`config.mk`:
```
export PLATFORM = sky130hd
export DESIGN_NAME = i2c_line_filter
export DESIGN_NICKNAME = d
export VERILOG_FILES = /design/src/rtl/i2c_line_filter.sv
export SDC_FILE = /design/constraint.sdc
export NUM_CORES = 1
export LEC_CHECK = 0
export ABC_AREA = 1
export BUFFER_PORTS_ARGS = -buffer_cell sky130_fd_sc_hd__buf_2
export CAP_MARGIN = 20
export CORE_MARGIN = 2
export CORE_UTILIZATION = 25
export DETAILED_ROUTE_END_ITERATION = 10
export SYNTH_ARGS = -nofsm -noshare
export SYNTH_HDL_FRONTEND = slang
export SYNTH_SLANG_ARGS = --single-unit
```
`constraint.sdc`:
```
create_clock -name clk -period 1.4 [get_ports clk]
set_input_delay 0.14 -clock clk [delete_from_list [all_inputs] [get_ports clk]]
set_output_delay 0.14 -clock clk [all_outputs]
set_load 0.02 [all_outputs]
```
`src/rtl/i2c_line_filter.sv`:
```
// rtl/i2c_line_filter.sv - SCL/SDA synchroniser, 5-sample majority filter, edge and START/STOP detect
module generic__maj5 (
    input  logic a_i,
    input  logic b_i,
    input  logic c_i,
    input  logic d_i,
    input  logic e_i,
    output logic y_o
);
    assign y_o = (a_i & b_i & c_i) | (a_i & b_i & d_i) | (a_i & b_i & e_i) |
                 (a_i & c_i & d_i) | (a_i & c_i & e_i) | (a_i & d_i & e_i) |
                 (b_i & c_i & d_i) | (b_i & c_i & e_i) | (b_i & d_i & e_i) |
                 (c_i & d_i & e_i);
endmodule

module i2c_line_filter #(
    parameter int PRESCALE_W  = 4,
    parameter int SYNC_STAGES = 2
) (
    input  logic                  clk,
    input  logic                  rst_n,
    input  logic                  ena,
    input  logic [PRESCALE_W-1:0] prescale,
    input  logic                  scl_i,
    input  logic                  sda_i,
    output logic                  scl_o,
    output logic                  sda_o,
    output logic                  scl_rise,
    output logic                  scl_fall,
    output logic                  sda_rise,
    output logic                  sda_fall,
    output logic                  start_det,
    output logic                  stop_det,
    output logic                  sample_stb
);
    logic [SYNC_STAGES-1:0] scl_sync_q, sda_sync_q;
    logic [PRESCALE_W-1:0]  cnt_q, cnt_d;
    logic [4:0]             scl_h_q, scl_h_d, sda_h_q, sda_h_d;
    logic                   scl_f_q, scl_f_d, sda_f_q, sda_f_d;
    logic                   scl_dly_q, scl_dly_d, sda_dly_q, sda_dly_d;
    logic                   run_q;
    logic                   scl_vote, sda_vote;

    // Synchronisers free-run regardless of ena; reset to idle-high.
    always_ff @(posedge clk or negedge rst_n) begin
        if (!rst_n) begin
            scl_sync_q <= '1;
            sda_sync_q <= '1;
        end else begin
            scl_sync_q <= {scl_sync_q[SYNC_STAGES-2:0], scl_i};
            sda_sync_q <= {sda_sync_q[SYNC_STAGES-2:0], sda_i};
        end
    end

    // run_q keeps sample_stb quiet while reset is asserted without using rst_n as data.
    assign sample_stb = run_q & ena & (cnt_q >= prescale);

    generic__maj5 u_scl_maj (
        .a_i(scl_h_q[0]), .b_i(scl_h_q[1]), .c_i(scl_h_q[2]),
        .d_i(scl_h_q[3]), .e_i(scl_h_q[4]), .y_o(scl_vote)
    );
    generic__maj5 u_sda_maj (
        .a_i(sda_h_q[0]), .b_i(sda_h_q[1]), .c_i(sda_h_q[2]),
        .d_i(sda_h_q[3]), .e_i(sda_h_q[4]), .y_o(sda_vote)
    );

    always_comb begin
        cnt_d     = '0;
        scl_h_d   = scl_h_q;
        sda_h_d   = sda_h_q;
        scl_f_d   = scl_f_q;
        sda_f_d   = sda_f_q;
        scl_dly_d = scl_dly_q;
        sda_dly_d = sda_dly_q;
        if (!sample_stb && ena) begin
            cnt_d = cnt_q + 1'b1;
        end
        if (sample_stb) begin
            scl_h_d = {scl_h_q[3:0], scl_sync_q[SYNC_STAGES-1]};
            sda_h_d = {sda_h_q[3:0], sda_sync_q[SYNC_STAGES-1]};
        end
        if (ena) begin
            scl_f_d   = scl_vote;
            sda_f_d   = sda_vote;
            scl_dly_d = scl_f_q;
            sda_dly_d = sda_f_q;
        end
    end

    always_ff @(posedge clk or negedge rst_n) begin
        if (!rst_n) begin
            run_q     <= 1'b0;
            cnt_q     <= '0;
            scl_h_q   <= 5'b11111;
            sda_h_q   <= 5'b11111;
            scl_f_q   <= 1'b1;
            sda_f_q   <= 1'b1;
            scl_dly_q <= 1'b1;
            sda_dly_q <= 1'b1;
        end else begin
            run_q     <= 1'b1;
            cnt_q     <= cnt_d;
            scl_h_q   <= scl_h_d;
            sda_h_q   <= sda_h_d;
            scl_f_q   <= scl_f_d;
            sda_f_q   <= sda_f_d;
            scl_dly_q <= scl_dly_d;
            sda_dly_q <= sda_dly_d;
        end
    end

    // Strobes are gated by ena so a frozen f/d mismatch cannot repeat an edge.
    assign scl_o     = scl_f_q;
    assign sda_o     = sda_f_q;
    assign scl_rise  = ena &  scl_f_q & ~scl_dly_q;
    assign scl_fall  = ena & ~scl_f_q &  scl_dly_q;
    assign sda_rise  = ena &  sda_f_q & ~sda_dly_q;
    assign sda_fall  = ena & ~sda_f_q &  sda_dly_q;
    assign start_det = sda_fall & scl_f_q & scl_dly_q;
    assign stop_det  = sda_rise & scl_f_q & scl_dly_q;
endmodule
```
==> results of run 1 <==
## logic make-up after synthesis
| family | share of synthesized area [%] |
|---|---|
| AO/OA/AOI/OAI | 3.36 |
| XOR/XNOR | 1.57 |
| adder cells (fa/ha/maj) | 5.60 |
| buffers and inverters | 7.84 |
| flip-flops | 53.5 |
| other | 0.336 |
| AND/OR/NAND/NOR | 27.8 |
## flip-flops by register name, summed over array words and instances (netlist names)
name,flops
run_q,1
sda_h_q,5
cnt_q,4
sda_o,1
sda_dly_q,1
scl_o,1
sda_sync_q,2
scl_dly_q,1
scl_h_q,5
scl_sync_q,2
## power by group through the flow
stage	combinational, mW	sequential [mW]	clock [mW]
2_1_floorplan	0.289	1.00	0
3_3_place_gp	0.400	1.02	0
3_5_place_dp	0.410	1.02	0
4_1_cts	0.437	1.01	0.425
5_1_grt	0.521	1.04	0.459
6_report	0.445	1.01	0.402
## repair_timing
| action | 4_1_cts | 5_1_grt |
|---|---|---|
| setup endpoints to repair | 3 | 18 |
| gates resized for setup | 10 | 6 |
| hold buffers | 3 | 0 |
| pin swaps | 4 | 0 |
| setup buffers | 2 | 0 |
| hold endpoints to repair | 7 | 0 |
## worst min-delay path by stage
stage,slack (ps),depth (start not counted),end
after detailed placement,150,1,cnt_q[3]$_DFF_PN0_
after global placement,140,1,run_q$_DFF_PN0_
after global routing,210,2,sda_o$_DFFE_PN1P_
after CTS,200,2,sda_o$_DFFE_PN1P_
final,200,2,sda_o$_DFFE_PN1P_
after floorplan,-160,0,cnt_q[0]$_DFF_PN0_
## layout make-up
type / instances / area share, %
flip-flops and latches: 23 / 40.8
multi-input cells: 89 / 34.1
repair buffers: 30 / 13.7
well taps: 52 / 4.44
inverters: 15 / 3.84
clock buffers: 4 / 3.07
## Yosys cell counts, drive strengths merged
library cell | count | area share (%)
a31oi | 2 | 1.1
buf | 4 | 2.8
nand4 | 1 | 0.56
dfrtp | 5 | 11
o21ai | 4 | 1.8
dfstp | 18 | 42
xnor2 | 1 | 0.78
nor3 | 2 | 1.3
ha | 5 | 5.6
xor2 | 1 | 0.78
inv | 15 | 5.0
nand2 | 43 | 15
nor2 | 16 | 5.4
conb | 1 | 0.34
nand3 | 12 | 5.8
a21oi | 1 | 0.45
## through the flow
stage          instance area (um2)  instances  setup slack (ps)
2_1_floorplan                 1120        131              2.81
3_3_place_gp                  1300        204              34.4
3_5_place_dp                  1300        204              20.4
4_1_cts                       1430        213              -223
5_1_grt                       1470        213              -289
6_report                      1470        213              -182
## routing by layer
metal  vias to the layer above  wire (um)
met5                         -          0
met4                         0         20
met3                         2        115
met2                        21        961
met1                       398       1020
li1                        461          -
## layout by cell type, fill, tap and decap left out
master          n
nand2_1        39
dfstp_2        18
buf_2          14
nor2_1         13
inv_1          12
buf_4          12
nand3_1        11
dfrtp_1         5
nand2_2         4
o21ai_0         4
inv_2           3
nor2_2          3
ha_4            3
clkbuf_8        3
dlygate4sd3_1   3
a31oi_1         2
ha_1            2
a21oi_2         1
nand4_1         1
nand3_2         1
xnor2_1         1
nor3_2          1
nor3_4          1
xor2_1          1
clkbuf_1        1
buf_6           1
conb_1          1
==> flow_summary_export.csv, run 1 <==
group,metric,value,unit
grt,use_met1,12.6,%
grt,met2_usage,14.7,%
power,power_frac_comb,23.9,%
grt,gr-usage-all-layers,9.34,%
grt,gr-usage-met3,2.71,%
synth,synth_nets,145,
layout,multi_input_area,499,um2
synth,ys_types,22,
detailed_routing,wl_per_cell,9.92,um
detailed_routing,viasPerCell,4.14,
setup_path,cp.depth,8,
placement,hpwl,1450,um
clock_tree,cts_inserted_buffers,3,
setup_path,reg2reg_to,"scl_h_q[1]$_DFFE_PN1P_",
power,swShare,31.0,%
layout,nNetsFinal,176,
floorplan,dieArea,0.00502,mm2
outcome,violations,"negative setup slack",
power,peakVddDrop,775,uV
hold_path,hold_path_class,"in -> reg",
layout,area_growth,31.1,%
layout,fin_util,33.9,%
timing,worst_slew_pin_slew,501,ps
grt,grt_pass1_vias,816,
detailed_routing,drt_iter0_markers,31,
grt,grt_pass1_wl,3730,um
setup_path,crit_type,"reg -> out",
setup_path,cp_max_fo,3,
setup_path,crit_path_end_kind,"output port",
timing,slew-limit-headroom,66.6,%
clock_tree,cts_tree,"built",
floorplan,core_area,0.00432,mm2
timing,timing.hold.ws,198,ps
power,power.leakage,0.720,nW
synth,synth_cells,131,
power,pwr-share-seq,54.5,%
power,clkPwrFrac,21.6,%
floorplan,die_w,70.9,um
power,p_int,1.28,mW
power,p_total,1.86,mW
setup_path,critPathLaunchType,"register",
timing,setup_slack,-182,ps
timing,worst_clock_skew,4.23,ps
layout,antenna_cells,0,
power,switching_power,578,uW
setup_path,cp_common_cell,"nand2_2",
setup_path,crit_start,"cnt_q[3]$_DFF_PN0_",
clock_tree,cts_num_sinks,23,
setup_path,r2r_start,"cnt_q[3]$_DFF_PN0_",
floorplan,rows,24,
placement,io_buffer_count,17,
clock_tree,cts_root_buf,"clkbuf_8",
timing,hold_viol,0,
floorplan,start_util,25.8,%
layout,fill_cells,480,
synth,synth_area,0.00112,mm2
timing,setup_tns,-941,ps
synth,synth.avg_cell_area,8.53,um2
floorplan,io_pins,18,
timing,rsz0062_at_grt,"true",
timing,min_period,1580,ps
detailed_routing,via_count,882,
setup_path,worstRegToRegCells,10,
setup_path,max_stage_delay,420,ps
layout,drive_above_1_share,40.4,%
setup_path,setup.worst_path.end,"sample_stb",
layout,seqCellArea,598,um2
job,max_cap_violations,0,
synth,synth_seq_area_share,53.5,%
setup_path,crit_buf_inv,3,
detailed_routing,antenna_left,0,
setup_path,crit_chain,"ha_4 > nand2_2 > inv_1 > nand2_1 > nand3_2 > nand2_2 > inv_2 > buf_6",
detailed_routing,totalWireLength,2110,um
outcome,status,"finished, violations left",
timing,slew_viol_final,0,
setup_path,critPathSlowestCell,"dfrtp_1",
detailed_routing,route.detailed.drc,0,
setup_path,arrival,1440,ps
clock_tree,clock_path_buffers,2,
grt,gr-total-overflow,0,
grt,antenna_found_initial,0,
grt,grt-busiest-layer,"met2",
synth,ys_warn_count,0,
grt,grt_max_degree,24,
clock_tree,cts_max_level,1,
clock_tree,clock_latency,260,ps
power,power.density,1270,mW/mm2
clock_tree,clkSlewWorstSetupHoldPaths,80,ps
timing,finalSetupViolCount,15,
hold_path,min_from,"ena",
timing,fmax,632,MHz
setup_path,path_delay_family,"flip-flops",
floorplan,dieHeight,70.9,um
placement,place_congestion,0.785,
timing,post-route-period-util,113,%
setup_path,reg2reg_slack,-80,ps
setup_path,critical_path_required,1260,ps
detailed_routing,drt_pass1_iterations,4,
synth,ys_seq_elements,23,
(Power assumes the default switching activity.)
==> run 2: changes to the inputs <==
- BUFFER_PORTS_ARGS: -buffer_cell sky130_fd_sc_hd__buf_2 -> default
- CTS_CLUSTER_SIZE: default -> 28
- DONT_BUFFER_PORTS: default -> 1
==> run 2 against run 1 <==
Effect of this change:
- the run still ends with negative setup slack left
- clock power about the same
- final cell count shrank 3.3%
- setup slack gained 35 ps
- sequential power hardly changed
==> flow_summary_export.csv, run 2 (synthesis results as in run 1) <==
group,metric,value,unit
timing,finalSetupViolCount,14,
grt,antenna_found_initial,0,
clock_tree,cts_root_buf,"clkbuf_8",
grt,grt_max_degree,24,
layout,drive_above_1_share,41.6,%
setup_path,cp_common_cell,"nand2_2",
timing,worst_slew_pin_slew,518,ps
layout,antenna_cells,0,
timing,slew_viol_final,0,
detailed_routing,drt_pass1_iterations,4,
layout,top_regs,"scl_h_q: 5 flops, sda_h_q: 5 flops, cnt_q: 4 flops",
floorplan,dieHeight,70.9,um
placement,post-place-ws,-60.7,ps
setup_path,critical_path_required,1260,ps
power,peakVddDrop,542,uV
layout,fill_cells,456,
floorplan,core_area,0.00432,mm2
setup_path,crit_type,"reg -> out",
timing,slew-limit-headroom,65.4,%
layout,nNetsFinal,169,
outcome,violations,"negative setup slack",
timing,timing.hold.ws,38.1,ps
setup_path,path_delay_family,"flip-flops",
outcome,status,"finished, violations left",
timing,hold_viol,0,
hold_path,hold_path_class,"in -> reg",
clock_tree,cts_num_sinks,23,
setup_path,crit_buf_inv,1,
setup_path,crit_path_end_kind,"output port",
timing,setup_slack,-146,ps
detailed_routing,via_count,875,
timing,rsz0062_at_grt,"true",
detailed_routing,viasPerCell,4.25,
setup_path,cp_max_fo,2,
placement,place_congestion,0.766,
detailed_routing,totalWireLength,2390,um
grt,grt_pass1_wl,3800,um
power,power.leakage,0.711,nW
floorplan,die_w,70.9,um
layout,layout_common_cells,"nand2_1 (31), dfstp_2 (18), buf_4 (14)",
setup_path,crit_chain,"ha_4 > nand2_2 > nand2_1 > nand2_2 > nand3_2 > nand2_4 > inv_4",
detailed_routing,drt_iter0_markers,37,
layout,instances_no_fill,206,
setup_path,max_stage_delay,430,ps
job,max_cap_violations,0,
layout,layout_commonest_cell,"nand2_1",
clock_tree,clock_path_buffers,2,
floorplan,rows,24,
floorplan,start_util,25.8,%
timing,fmax,647,MHz
floorplan,io_pins,18,
clock_tree,cts_max_level,1,
placement,placed_cells,189,
placement,io_buffer_count,0,
clock_tree,cts_inserted_buffers,3,
layout,design_area,0.00152,mm2
grt,gr-total-overflow,0,
setup_path,critPathLaunchType,"register",
placement,hpwl,1430,um
timing,setup_tns,-910,ps
floorplan,dieArea,0.00502,mm2
power,power.density,1260,mW/mm2
detailed_routing,wl_per_cell,11.6,um
clock_tree,cts_tree,"built",
layout,area_growth,35.7,%
timing,min_period,1550,ps
timing,post-route-period-util,110,%
setup_path,arrival,1410,ps
timing,worst_clock_skew,7.49,ps
placement,dpl_cell_area,0.00123,mm2
clock_tree,clkSlewWorstSetupHoldPaths,80,ps
grt,grt_pass1_vias,790,
detailed_routing,route.detailed.drc,0,
detailed_routing,antenna_left,0,
grt,gr-usage-all-layers,9.62,%
setup_path,critPathSlowestCell,"dfrtp_1",
clock_tree,clock_latency,260,ps
[run 2: cell count changes in the layout (fill, tap and decap cells not counted), moves of 2 or more]
cell           delta
buf_2            -14
nand2_4           +2
nor2_2            -2
nand2_2           +6
dlygate4sd3_1     +3
nor2_4            +2
buf_4             +2
nand2_1           -8
[run 2: through the flow]
| step | utilization [%] | power (mW) |
|---|---|---|
| final | 35.1 | 1.91 |
| after CTS | 32.5 | 1.87 |
| after detailed placement | 28.5 | 1.39 |
| after global routing | 35.1 | 2.06 |
| after floorplan | - | 1.29 |
| after global placement | 28.5 | 1.39 |
[run 2: final timing paths]
path,startpoint,endpoint,slack [ps],depth (start not counted)
max reg2reg,cnt_q[1]$_DFF_PN0_,scl_h_q[0]$_DFFE_PN1P_,-90,10
min reg2reg,sda_sync_q[0]$_DFF_PN1_,sda_sync_q[1]$_DFF_PN1_,360,0
max in group asynchronous,rst_n,scl_h_q[0]$_DFFE_PN1P_,560,2
min,ena,scl_dly_q$_DFFE_PN1P_,40,2
max,cnt_q[1]$_DFF_PN0_,sample_stb,-150,7
min in group asynchronous,rst_n,cnt_q[2]$_DFF_PN0_,280,1
[run 2: worst register-to-register path: stages (launching register included)]
cell and delay (ps):
dfrtp_1 430, ha_4 290, nand2_2 50, nand2_1 70, nand2_2 50, nand3_2 80
nand2_4 70, buf_6 150, buf_4 130, nand2_1 50, nand2_1 40
[run 2: metal layers]
layer	share of wire, %	vias to the layer above	routed length (um)	track usage [%]
met5	0	-	0	0
met2	46	23	1100	14.1
met1	46	399	1100	13.0
met3	7.0	2	168	4.27
li1	-	451	-	-
met4	0.67	0	16	2.52
[run 2: report_power, final]
part	total, mW	internal, mW	switching [mW]	leakage [nW]
sequential	1.04	0.893	0.142	0.253
combinational	0.470	0.206	0.264	0.435
clock	0.405	0.203	0.202	0.0228
[run 2: area by class of cell]
class                   instances  area (um2)  area share, %
clock buffers                   4        45.0           2.97
inverters                      15        58.8           3.88
multi-input cells              89         547           36.1
flip-flops and latches         23         598           39.4
well taps                      52        65.1           4.29
repair buffers                 23         203           13.4
[run 2: repair_timing]
action | in CTS | in global routing
hold buffers | 5 | 1
buffers inserted | 3 | 4
hold endpoints to repair | 29 | 3
pin swaps | 1 | 2
setup endpoints to repair | 13 | 19
resized for setup | 12 | 18
==> run 3: changes to the inputs <==
- CORE_UTILIZATION: 25 -> 30
==> run 3 against run 2 <==
Effect of this change:
- the run still ends with negative setup slack left
- combinational power shrank 8.1%
- fmax rose by 2.4%
- die area decreased by 16%
- global-route usage up 1.6 points
- non-clock buffer count shrank 4
- register-to-register slack is essentially flat
- final cell count is 3.9% lower
- clock power is 3% higher
- via count up 1.0%
- cell area down 3.3%
==> flow_summary_export.csv, run 3 (synthesis results as in run 1) <==
group,metric,value,unit
detailed_routing,via_count,884,
layout,area_growth,31.2,%
timing,fmax,662,MHz
layout,top_regs,"scl_h_q: 5 flops, sda_h_q: 5 flops, cnt_q: 4 flops",
layout,instances_no_fill,198,
setup_path,reg2reg_slack,-90,ps
clock_tree,clkSlewWorstSetupHoldPaths,80,ps
setup_path,critPathLaunchType,"register",
setup_path,crit_path_end_kind,"output port",
floorplan,io_pins,18,
layout,multi_input_area,522,um2
detailed_routing,totalWireLength,2170,um
grt,antenna_found_initial,0,
placement,place_congestion,0.783,
layout,drive_above_1_share,36.7,%
clock_tree,clock_latency,260,ps
timing,worst_clock_skew,1.93,ps
hold_path,hold_path_class,"in -> reg",
layout,nNetsFinal,165,
clock_tree,cts_max_level,1,
timing,setup_slack,-110,ps
layout,seqCellArea,598,um2
layout,antenna_cells,0,
layout,layout_common_cells,"nand2_1 (38), dfstp_2 (18), nor2_1 (13)",
setup_path,critical_path_required,1260,ps
detailed_routing,viasPerCell,4.46,
clock_tree,cts_tree,"built",
placement,placed_cells,184,
timing,slew_viol_final,0,
floorplan,die_w,65.0,um
timing,hold_viol,0,
timing,finalSetupViolCount,16,
clock_tree,clock_path_buffers,2,
grt,gr-usage-all-layers,11.3,%
hold_path,whs_path_depth,2,
detailed_routing,antenna_left,0,
timing,post-route-period-util,108,%
timing,rsz0062_at_grt,"true",
job,max_cap_violations,0,
clock_tree,cts_root_buf,"clkbuf_8",
power,p_total,1.89,mW
power,power.density,1290,mW/mm2
floorplan,start_util,30.8,%
setup_path,crit_type,"reg -> out",
outcome,violations,"negative setup slack",
detailed_routing,drt_pass1_iterations,4,
grt,gr-total-overflow,0,
setup_path,worstRegToRegCells,8,
detailed_routing,route.detailed.drc,0,
setup_path,arrival,1370,ps
grt,grt_pass1_wl,3710,um
setup_path,r2r_start,"cnt_q[2]$_DFF_PN0_",
layout,layout_commonest_cell,"nand2_1",
placement,io_buffer_count,0,
hold_path,min_from,"ena",
detailed_routing,drt_iter0_markers,7,
setup_path,reg2reg_to,"sda_h_q[2]$_DFFE_PN1P_",
floorplan,core_area,0.00363,mm2
timing,min_period,1510,ps
floorplan,dieHeight,65.0,um
floorplan,dieArea,0.00423,mm2
setup_path,cp_max_fo,2,
grt,grt_pass1_vias,833,
power,power.leakage,0.692,nW
placement,hpwl,1420,um
layout,fill_cells,365,
grt,grt_max_degree,24,
detailed_routing,wl_per_cell,11.0,um
clock_tree,cts_inserted_buffers,3,
outcome,status,"finished, violations left",
hold_path,min_to,"scl_o$_DFFE_PN1P_",
floorplan,rows,22,
clock_tree,cts_num_sinks,23,
power,peakVddDrop,633,uV
## run 3: changes by cell type in the layout (fill, tap and decap cells not counted), sizes merged
| cell | delta |
|---|---|
| buf | -3 |
| clkbuf | -1 |
| clkinvlp | +1 |
| dlygate4sd3 | -1 |
## run 3: cell type report
type	instances	share of cell area, %
Sequential cell	23	40.8
Multi-Input combinational cell	89	35.6
Timing Repair Buffer	19	12.2
Tap cell	48	4.10
Inverter	15	4.01
Clock buffer	3	2.82
Clock inverter	1	0.512
## run 3: worst max-delay path, cell delays in order (launching register included)
cell	delay, ps
dfrtp_1	420
ha_4	280
nand4_1	120
nand3_2	120
nand2_4	70
inv_4	90
## run 3: worst max-delay path by stage
stage	startpoint	end	slack, ps	cells past startpoint
final	cnt_q[2]$_DFF_PN0_	sample_stb	-110	5
after floorplan	sda_dly_q$_DFFE_PN1P_	start_det	3	4
after CTS	cnt_q[2]$_DFF_PN0_	sample_stb	-130	5
after global routing	cnt_q[2]$_DFF_PN0_	sample_stb	-200	5
after detailed placement	cnt_q[3]$_DFF_PN0_	cnt_q[1]$_DFF_PN0_	-100	6
after global placement	cnt_q[3]$_DFF_PN0_	cnt_q[3]$_DFF_PN0_	-30	6
## run 3: layer usage
layer  up-vias  track usage [%]  wire [um]
met4         0             2.08          8
met2        28             18.8       1020
met1       410             13.8        986
met3         2             4.51        153
met5         -                0          0
li1        444                -          -
## run 3: where the power goes
group | leakage (nW) | internal (mW) | switching [mW]
logic | 0.417 | 0.188 | 0.244
registers | 0.253 | 0.893 | 0.143
clock network | 0.0217 | 0.201 | 0.218
## run 3: what timing repair did
| action | 4_1_cts | 5_1_grt |
|---|---|---|
| setup endpoints to repair | 11 | 20 |
| setup buffers | 5 | 0 |
| pin swaps | 1 | 2 |
| endpoints found under the hold margin | 29 | 0 |
| hold buffers | 5 | 0 |
| resized for setup | 15 | 5 |
## run 3: through the flow
step / worst slack [ps] / setup TNS, ps / hold slack [ps] / util (%) / cell area [um2]
4_1_cts: -127 / -1060 / 2.95 / 39.4 / 1430
2_1_floorplan: 2.81 / 0 / -156 / - / 1120
3_3_place_gp: -27.3 / -119 / -155 / 33.5 / 1220
5_1_grt: -198 / -2410 / 7.06 / 40.4 / 1470
6_report: -110 / -963 / 5.45 / 40.4 / 1470
3_5_place_dp: -104 / -473 / -155 / 33.5 / 1220
